### src/rtl/if_id_register_if.sv
// Fetch-to-decode pipeline bundle: fetch-side controls and data in, decode-side
// registered view and debug counters out.
interface if_id_register_if #(
    parameter int N     = 32,
    parameter int CNT_W = 16
);
    logic             stall;
    logic             flush;
    logic [N-1:0]     pc_in;
    logic [N-1:0]     instr_in;
    logic [N-1:0]     pc_out;
    logic [N-1:0]     pc_plus4_out;
    logic [N-1:0]     instr_out;
    logic             valid_out;
    logic [4:0]       rs1_out;
    logic [4:0]       rs2_out;
    logic [4:0]       rd_out;
    logic [6:0]       opcode_out;
    logic [CNT_W-1:0] stall_count;
    logic [CNT_W-1:0] flush_count;

    modport master (
        output stall, flush, pc_in, instr_in,
        input  pc_out, pc_plus4_out, instr_out, valid_out,
        input  rs1_out, rs2_out, rd_out, opcode_out, stall_count, flush_count
    );

    modport slave (
        input  stall, flush, pc_in, instr_in,
        output pc_out, pc_plus4_out, instr_out, valid_out,
        output rs1_out, rs2_out, rd_out, opcode_out, stall_count, flush_count
    );
endinterface

### src/rtl/if_id_register.sv
// IF/ID pipeline register with stall/flush, pre-decoded hazard fields and
// saturating stall/flush debug counters. Priority: flush > stall > load.
module if_id_register #(
    parameter int          N        = 32,
    parameter int          CNT_W    = 16,
    parameter logic [31:0] RESET_PC = 32'h0040_0000,
    parameter logic [31:0] NOP      = 32'h0000_0013
) (
    input  logic          clk,
    input  logic          reset,
    if_id_register_if.slave bus
);
    localparam logic [CNT_W-1:0] CNT_MAX = {CNT_W{1'b1}};
    localparam logic [N-1:0]     PC_RST  = N'(RESET_PC);
    localparam logic [N-1:0]     NOP_N   = N'(NOP);
    localparam logic [N-1:0]     FOUR    = N'(4);

    logic [N-1:0]     pc_q, pc_d;
    logic [N-1:0]     pc4_q, pc4_d;
    logic [N-1:0]     instr_q, instr_d;
    logic             valid_q, valid_d;
    logic [4:0]       rs1_q, rs1_d;
    logic [4:0]       rs2_q, rs2_d;
    logic [4:0]       rd_q, rd_d;
    logic [6:0]       opcode_q, opcode_d;
    logic [CNT_W-1:0] stall_cnt_q, stall_cnt_d;
    logic [CNT_W-1:0] flush_cnt_q, flush_cnt_d;

    // Next-state selection; bubble paths use constants so X on instr_in never leaks.
    always_comb begin
        pc_d        = pc_q;
        pc4_d       = pc4_q;
        instr_d     = instr_q;
        valid_d     = valid_q;
        rs1_d       = rs1_q;
        rs2_d       = rs2_q;
        rd_d        = rd_q;
        opcode_d    = opcode_q;
        stall_cnt_d = stall_cnt_q;
        flush_cnt_d = flush_cnt_q;
        if (bus.flush) begin
            pc_d     = bus.pc_in;
            pc4_d    = bus.pc_in + FOUR;
            instr_d  = NOP_N;
            valid_d  = 1'b0;
            rs1_d    = 5'd0;
            rs2_d    = 5'd0;
            rd_d     = 5'd0;
            opcode_d = 7'h13;
            if (flush_cnt_q != CNT_MAX) begin
                flush_cnt_d = flush_cnt_q + {{(CNT_W-1){1'b0}}, 1'b1};
            end else begin
                flush_cnt_d = flush_cnt_q;
            end
        end else if (bus.stall) begin
            if (stall_cnt_q != CNT_MAX) begin
                stall_cnt_d = stall_cnt_q + {{(CNT_W-1){1'b0}}, 1'b1};
            end else begin
                stall_cnt_d = stall_cnt_q;
            end
        end else begin
            pc_d     = bus.pc_in;
            pc4_d    = bus.pc_in + FOUR;
            instr_d  = bus.instr_in;
            valid_d  = 1'b1;
            rs1_d    = bus.instr_in[19:15];
            rs2_d    = bus.instr_in[24:20];
            rd_d     = bus.instr_in[11:7];
            opcode_d = bus.instr_in[6:0];
        end
    end

    // State registers with asynchronous reset to the bubble at the text base.
    always_ff @(posedge clk or posedge reset) begin
        if (reset) begin
            pc_q        <= PC_RST;
            pc4_q       <= PC_RST + FOUR;
            instr_q     <= NOP_N;
            valid_q     <= 1'b0;
            rs1_q       <= 5'd0;
            rs2_q       <= 5'd0;
            rd_q        <= 5'd0;
            opcode_q    <= 7'h13;
            stall_cnt_q <= {CNT_W{1'b0}};
            flush_cnt_q <= {CNT_W{1'b0}};
        end else begin
            pc_q        <= pc_d;
            pc4_q       <= pc4_d;
            instr_q     <= instr_d;
            valid_q     <= valid_d;
            rs1_q       <= rs1_d;
            rs2_q       <= rs2_d;
            rd_q        <= rd_d;
            opcode_q    <= opcode_d;
            stall_cnt_q <= stall_cnt_d;
            flush_cnt_q <= flush_cnt_d;
        end
    end

    assign bus.pc_out       = pc_q;
    assign bus.pc_plus4_out = pc4_q;
    assign bus.instr_out    = instr_q;
    assign bus.valid_out    = valid_q;
    assign bus.rs1_out      = rs1_q;
    assign bus.rs2_out      = rs2_q;
    assign bus.rd_out       = rd_q;
    assign bus.opcode_out   = opcode_q;
    assign bus.stall_count  = stall_cnt_q;
    assign bus.flush_count  = flush_cnt_q;
endmodule
### src/flat_wrapper.sv
// flat-port wrapper written by rule: the top's interface ports become plain ports
module if_id_register_flat 
#(
    parameter int          N        = 32,
    parameter int          CNT_W    = 16,
    parameter logic [31:0] RESET_PC = 32'h0040_0000,
    parameter logic [31:0] NOP      = 32'h0000_0013
)
  (clk, reset, bus_stall, bus_flush, bus_pc_in, bus_instr_in, bus_pc_out, bus_pc_plus4_out, bus_instr_out, bus_valid_out, bus_rs1_out, bus_rs2_out, bus_rd_out, bus_opcode_out, bus_stall_count, bus_flush_count);
  if_id_register_if #(.N(N), .CNT_W(CNT_W)) bus_i ();
  input  logic clk;
  input  logic reset;
  input wire logic [$bits(bus_i.stall)-1:0] bus_stall;
  input wire logic [$bits(bus_i.flush)-1:0] bus_flush;
  input wire logic [$bits(bus_i.pc_in)-1:0] bus_pc_in;
  input wire logic [$bits(bus_i.instr_in)-1:0] bus_instr_in;
  output wire logic [$bits(bus_i.pc_out)-1:0] bus_pc_out;
  output wire logic [$bits(bus_i.pc_plus4_out)-1:0] bus_pc_plus4_out;
  output wire logic [$bits(bus_i.instr_out)-1:0] bus_instr_out;
  output wire logic [$bits(bus_i.valid_out)-1:0] bus_valid_out;
  output wire logic [$bits(bus_i.rs1_out)-1:0] bus_rs1_out;
  output wire logic [$bits(bus_i.rs2_out)-1:0] bus_rs2_out;
  output wire logic [$bits(bus_i.rd_out)-1:0] bus_rd_out;
  output wire logic [$bits(bus_i.opcode_out)-1:0] bus_opcode_out;
  output wire logic [$bits(bus_i.stall_count)-1:0] bus_stall_count;
  output wire logic [$bits(bus_i.flush_count)-1:0] bus_flush_count;
  assign bus_i.stall = bus_stall;
  assign bus_i.flush = bus_flush;
  assign bus_i.pc_in = bus_pc_in;
  assign bus_i.instr_in = bus_instr_in;
  assign bus_pc_out = bus_i.pc_out;
  assign bus_pc_plus4_out = bus_i.pc_plus4_out;
  assign bus_instr_out = bus_i.instr_out;
  assign bus_valid_out = bus_i.valid_out;
  assign bus_rs1_out = bus_i.rs1_out;
  assign bus_rs2_out = bus_i.rs2_out;
  assign bus_rd_out = bus_i.rd_out;
  assign bus_opcode_out = bus_i.opcode_out;
  assign bus_stall_count = bus_i.stall_count;
  assign bus_flush_count = bus_i.flush_count;
  if_id_register #(.N(N), .CNT_W(CNT_W), .RESET_PC(RESET_PC), .NOP(NOP)) u_core (.clk(clk), .reset(reset), .bus(bus_i));
endmodule
### config.mk
export PLATFORM = sky130hd
export DESIGN_NAME = if_id_register_flat
export DESIGN_NICKNAME = d
export VERILOG_FILES = /design/src/rtl/if_id_register_if.sv /design/src/rtl/if_id_register.sv /design/src/flat_wrapper.sv
export SDC_FILE = /design/constraint.sdc
export NUM_CORES = 1
export LEC_CHECK = 0
export BUFFER_PORTS_ARGS = -buffer_cell sky130_fd_sc_hd__buf_2
export CORE_MARGIN = 5
export CORE_UTILIZATION = 34
export CTS_CLUSTER_DIAMETER = 100
export DETAILED_ROUTE_END_ITERATION = 6
export PLACE_DENSITY = 0.68
export SLEW_MARGIN = 40
export SYNTH_ARGS = -nofsm -noshare
export SYNTH_HDL_FRONTEND = slang
export SYNTH_SLANG_ARGS = --single-unit
### constraint.sdc
create_clock -name clk -period 8.2 [get_ports clk]
set_input_delay 0.82 -clock clk [delete_from_list [all_inputs] [get_ports clk]]
set_output_delay 0.82 -clock clk [all_outputs]
set_load 0.01 [all_outputs]
# Yosys cells after proc, flatten, opt, wreduce, memory -nomap -nowiden
# Index checks and enable logic that the tools add are counted.
# word_totals
reg_bits	151
in_bits	68
latchBits	0
memories	0
word_cells	35
romBits	0
ram_bits	0
out_inout_bits	151
# op_classes
magnitude_cmp	0
n_reduce_logical	2
n_mul	0
n_mux	16
add_sub_neg	3
bitwise	1
shift	0
eq_ne	3
n_div	0
# op_table
operator	count
$mux 32	6
$add 16x1->16 const B	2
$add 32x3->32 const B	1
$ne 16x16->1 const B	2
$mux 5	6
$mux 7	2
$reduce_and 3->1	1
$mux 1	2
$ne 2x1->1 const B	1
$reduce_and 2->1	1
$not 1->1	1

# Longest topological paths before layout
# logic_depth
ltp_word	3
ltp_mapped	7
ltp_nobuf	6

# Worst setup path after synthesis
# No wires, ideal clock.
# synth_timing
path_type	in2reg
from	input bus_stall
to	register u_core.stall_cnt_q[15], in the netlist u_core.bus.stall_count[15]
cell_stages	6
path_slack_ns	6.215
t_arrival_ns	1.859
path_buffers	1
setup_ns	0.126
required_time_ns	8.074
path_cell_list	nor2b_1 -> buf_6 -> nand3_1 -> a2111oi_4 -> nand3_1 -> xnor2_1
# synth_via
elab_chain_len	1
# synth_rtl
item	line_no	source
start: declaration	flat_wrapper.sv:13	input wire logic [$bits(bus_i.stall)-1:0] bus_stall;
$reduce_and 3->1 (no source line)	n/a	
end signal: assignment	if_id_register.sv:84	stall_cnt_q <= {CNT_W{1'b0}};
end signal: assignment	if_id_register.sv:95	stall_cnt_q <= stall_cnt_d;
end: declaration	if_id_register.sv:26	logic [CNT_W-1:0] stall_cnt_q, stall_cnt_d;
# No other way between the ends.
# A chain may end at the register's enable or synchronous reset.

# Final worst setup path
# layout_timing
from	input bus_stall
to	register u_core.stall_cnt_q[13], in the netlist u_core.bus.stall_count[13]
# Same word-level chain as after synthesis.

==> out/summary.md <==
The final critical path takes up 34.3% of the cycle. By area the synthesized netlist is led by dfrtp_1 52%, nand2_1 9.1%, mux2i_1 5.0%. The clock passes through at most 2 buffers.

The tool flagged a number of max-cap violations equal to 0. The time the final worst path needs with I/O delays and setup is 2.81 ns, and the synthesized instance count is 579. The flow ran to the end, and the final reports show no timing, DRC or antenna violations. For this design the ratio of total power to cell area is 238 nW/um2.

At the pin with the least slew margin, the transition time is 0.828 ns. The stage delay of the slowest cell on the critical path came out at 0.49 ns. The worst setup path is launched from an input pin. The most used flip-flop cell after synthesis is dfrtp_1. The number of buffers and inverters on the critical path is 3. The floorplan step set the die width to 141 um. The first detailed-routing pass ran for 6 iterations. After clock tree synthesis, the repair step resized 0 gates. For the count of final hold-check violations, the log shows 0. For the total power, the log shows 0.00180 W. The tools report the number of nets at the end of the flow as 840. For the leakage power, the log shows 3.89 nW. The final routed wire length divided by cell count was 15.2 um. The min-delay analysis places its worst path in the category in -> async. The DRC violation count after routing was 0. The largest net degree at the start of global routing was 91; the fraction of layout cells with a size suffix above 1 was 34.5%.

The total wire length after detailed routing was 15400 um. The filler-free cell count of the finished design was 1007. For this run, the total global-route usage over all layers was measured as 15.6%. The H-tree was split into 4 levels.

The tools report the max-slew violation count as 0. The area growth from synthesis to layout was 29.2%; the number of flip-flops and latches in the synthesized netlist was 127. After clock tree synthesis, the flow added hold-fix buffers numbering 0. Clock tree synthesis found a total of 127 sinks. The layout has 1654 filler cells. The total number of yosys warnings came out at 0. Static timing analysis puts the maximum clock frequency at 0.355 GHz. The critical path in this run is classified as in -> reg. The number of design-rule violations left by the first detailed-router iteration was 134; the global-route wire length before repair was 24800 um. After global routing the overflow that remains totals 0. The tools report the number of clock buffers inserted by TritonCTS as 17.

The critical path goes through buf_2 -> buf_4 -> nor2b_4 -> buf_6 -> nand3_1 -> a2111oi_4 -> nand3_1 -> xnor2_1. The number of synthesized flops with an enable pin came out at 0. The netlist area before placement was 5840 um2. At the end of the flow the core is filled with cells to 44.3%.

The type of element capturing the critical path was a register. The per-instance average area after synthesis came out at 10.1 um2. The kind of cell with the highest combined delay on the critical path was buffers and inverters.

For the cell row count, the log shows 48. The number of antenna violations at the first check in global routing was 0; the worst slack at placement was 4.67 ns. Among all stages on the critical path, the largest delay is contributed by buf_4. The cell sitting at the root of the clock tree is a clkbuf_16. Summed over all nets, the half-perimeter wirelength after detailed placement is 11200 um. The floorplan step defined a die boundary enclosing 19900 um2. Measured against its own limit, the worst slew margin works out to 44.4%. For the final database, setup skew stands at 0.00824 ns. The number of antenna diodes in the final layout is 0. Area fraction of the dominant cell type after synthesis: 51.8%. The clock transition at the registers of the reported paths came out at 0.06 ns.

The effective utilization at floorplan is 34.3%, and the maximum fanout along the worst path is 90. The count of input and output buffers was 218; the async set-reset flop share out of synthesis was 100%. The tools report the final total negative setup slack as 0 ns. In this run, placement finished with an instance count of 975. The via count of the first global-routing pass is 4602. The later pin in the worst-skew pair is clocked with a latency of 0.41 ns. The cell with the most instances after synthesis was nand2_1. Setup violations remaining at the end of the flow were counted as 0. The logs give 0.129 mV for the maximum ir drop on the vdd rail and 650 for the net count after synthesis. The core region is 17100 um2. The largest total area in the synthesized netlist belongs to dfrtp_1. Count of cell types in the netlist: 40. Using the TritonRoute via totals, the vias-per-cell ratio works out to 4.71. After layout, the worst setup slack is 5.39 ns.

The remaining antenna violation count after routing is 0, and the required time reported for the critical path endpoint is 8.50 ns. After synthesis, the most frequently instantiated cells are 142 x nand2_1, 121 x dfrtp_1, 43 x nor2_1, 30 x xor2_1, 29 x mux2i_1. Setup repair after global routing left no endpoint under its margin. The most frequent cell on the critical path is nand3_1. The tools report the total via count after detailed routing as 4742. At the end of routability-driven placement, the weighted congestion stood at 0.792. Data on the critical path arrives at its endpoint at 3.11 ns. TritonCTS built the clock tree.

The number of placed I/O pins was 219. The number of setup buffers added after CTS is 0. The proportion of synthesized chip area in sequential cells is 54.5%, and the vertical extent of the die is 141 um.
## worst paths after layout
check	startpoint	endpoint	slack, ns	cells past startpoint
worst max-delay path	bus_stall	u_core.bus.stall_count[13]	5.39	8
worst min-delay path	reset	u_core.bus.instr_out[31]	0.45	2
worst max register to register	u_core.bus.stall_count[0]	u_core.bus.stall_count[7]	6.04	6
worst min register to register	u_core.bus.pc_out[22]	u_core.bus.pc_out[22]	0.46	2
max in group asynchronous	reset	u_core.bus.stall_count[0]	6.71	3
min in group clk	u_core.bus.pc_out[22]	u_core.bus.pc_out[22]	0.46	2
## cell families (layout without fill, tap and decap cells)
kind of cell | count (synthesis) | count (layout) | share of synthesized area (%)
AO/OA/AOI/OAI | 45 | 45 | 4.75
XOR/XNOR | 55 | 55 | 8.25
adder cells (fa/ha/maj) | 3 | 3 | 0.643
buffers and inverters | 55 | 258 | 5.63
flip-flops | 127 | 127 | 54.5
multiplexers | 30 | 30 | 5.16
AND/OR/NAND/NOR | 264 | 264 | 21.0
## layer usage
layer / global-route usage [%] / wire length [um] / vias to the layer above
li1: - / - / 2292
met1: 19.1 / 6430 / 2237
met2: 24.8 / 6990 / 198
met3: 6.92 / 1720 / 15
met4: 4.95 / 213 / 0
met5: 0 / 0 / -
## worst register-to-register path, cell delays in order, from the launching register on
cell	delay, ns
dfrtp_1	0.45
ha_1	0.25
and4_1	0.30
nand4_1	0.18
o21ai_0	0.56
nor3_1	0.13
xor2_1	0.17
## per-stage QoR
step | hold slack [ns] | cell area (um2)
6_report | 0.453 | 7550
5_1_grt | 0.481 | 7550
4_1_cts | 0.459 | 7540
3_5_place_dp | 0.449 | 6940
3_3_place_gp | 0.444 | 6940
2_1_floorplan | 0.460 | 5840
## layout by cell type (no fill, tap or decap), types with 2 or more instances in the layout
| cell type | netlist | layout |
|---|---|---|
| buf_2 | 5 | 218 |
| nand2_1 | 142 | 142 |
| dfrtp_1 | 121 | 121 |
| nor2_1 | 43 | 43 |
| xor2_1 | 30 | 30 |
| mux2i_1 | 29 | 29 |
| xnor2_1 | 25 | 25 |
| nand4_1 | 23 | 23 |
| o21ai_0 | 20 | 20 |
| nand3_1 | 17 | 17 |
| clkbuf_16 | 0 | 17 |
| and3_1 | 11 | 11 |
| inv_6 | 0 | 9 |
| o21ai_1 | 9 | 9 |
| and4_1 | 8 | 8 |
| a21oi_1 | 7 | 7 |
| dfstp_2 | 6 | 6 |
| nor3_1 | 5 | 5 |
| inv_1 | 5 | 4 |
| nor2b_1 | 4 | 3 |
| a211o_1 | 3 | 3 |
| ha_1 | 3 | 3 |
| clkinvlp_4 | 0 | 3 |
| and2_1 | 2 | 2 |
| nand4_2 | 2 | 2 |
| bufinv_16 | 0 | 2 |
| clkinv_4 | 0 | 2 |
| buf_6 | 3 | 2 |
## state kept, by name, summed over array words and instances, names as in the netlist
| name | flops |
|---|---|
| u_core.bus.flush_count | 16 |
| u_core.bus.instr_out | 18 |
| u_core.bus.opcode_out | 6 |
| u_core.bus.pc_out | 30 |
| u_core.bus.pc_plus4_out | 32 |
| u_core.bus.rs1_out | 4 |
| u_core.bus.rs2_out | 4 |
| u_core.bus.stall_count | 16 |
| u_core.bus.valid_out | 1 |
## layout make-up
class                   count  area, um2  share of cell area [%]
repair buffers            221       1120                    14.8
well taps                 225        282                    3.73
inverters                   5       23.8                   0.315
flip-flops and latches    127       3190                    42.2
clock inverters            15        170                    2.25
clock buffers              17        425                    5.63
multi-input cells         397       2340                    31.0
## where the power goes
part           internal [W]  switching [W]
Sequential         0.000694      0.0000685
Clock              0.000456       0.000303
Combinational      0.000116       0.000158
Total               0.00127       0.000530
Note: power is estimated with default switching activity, not from simulation.
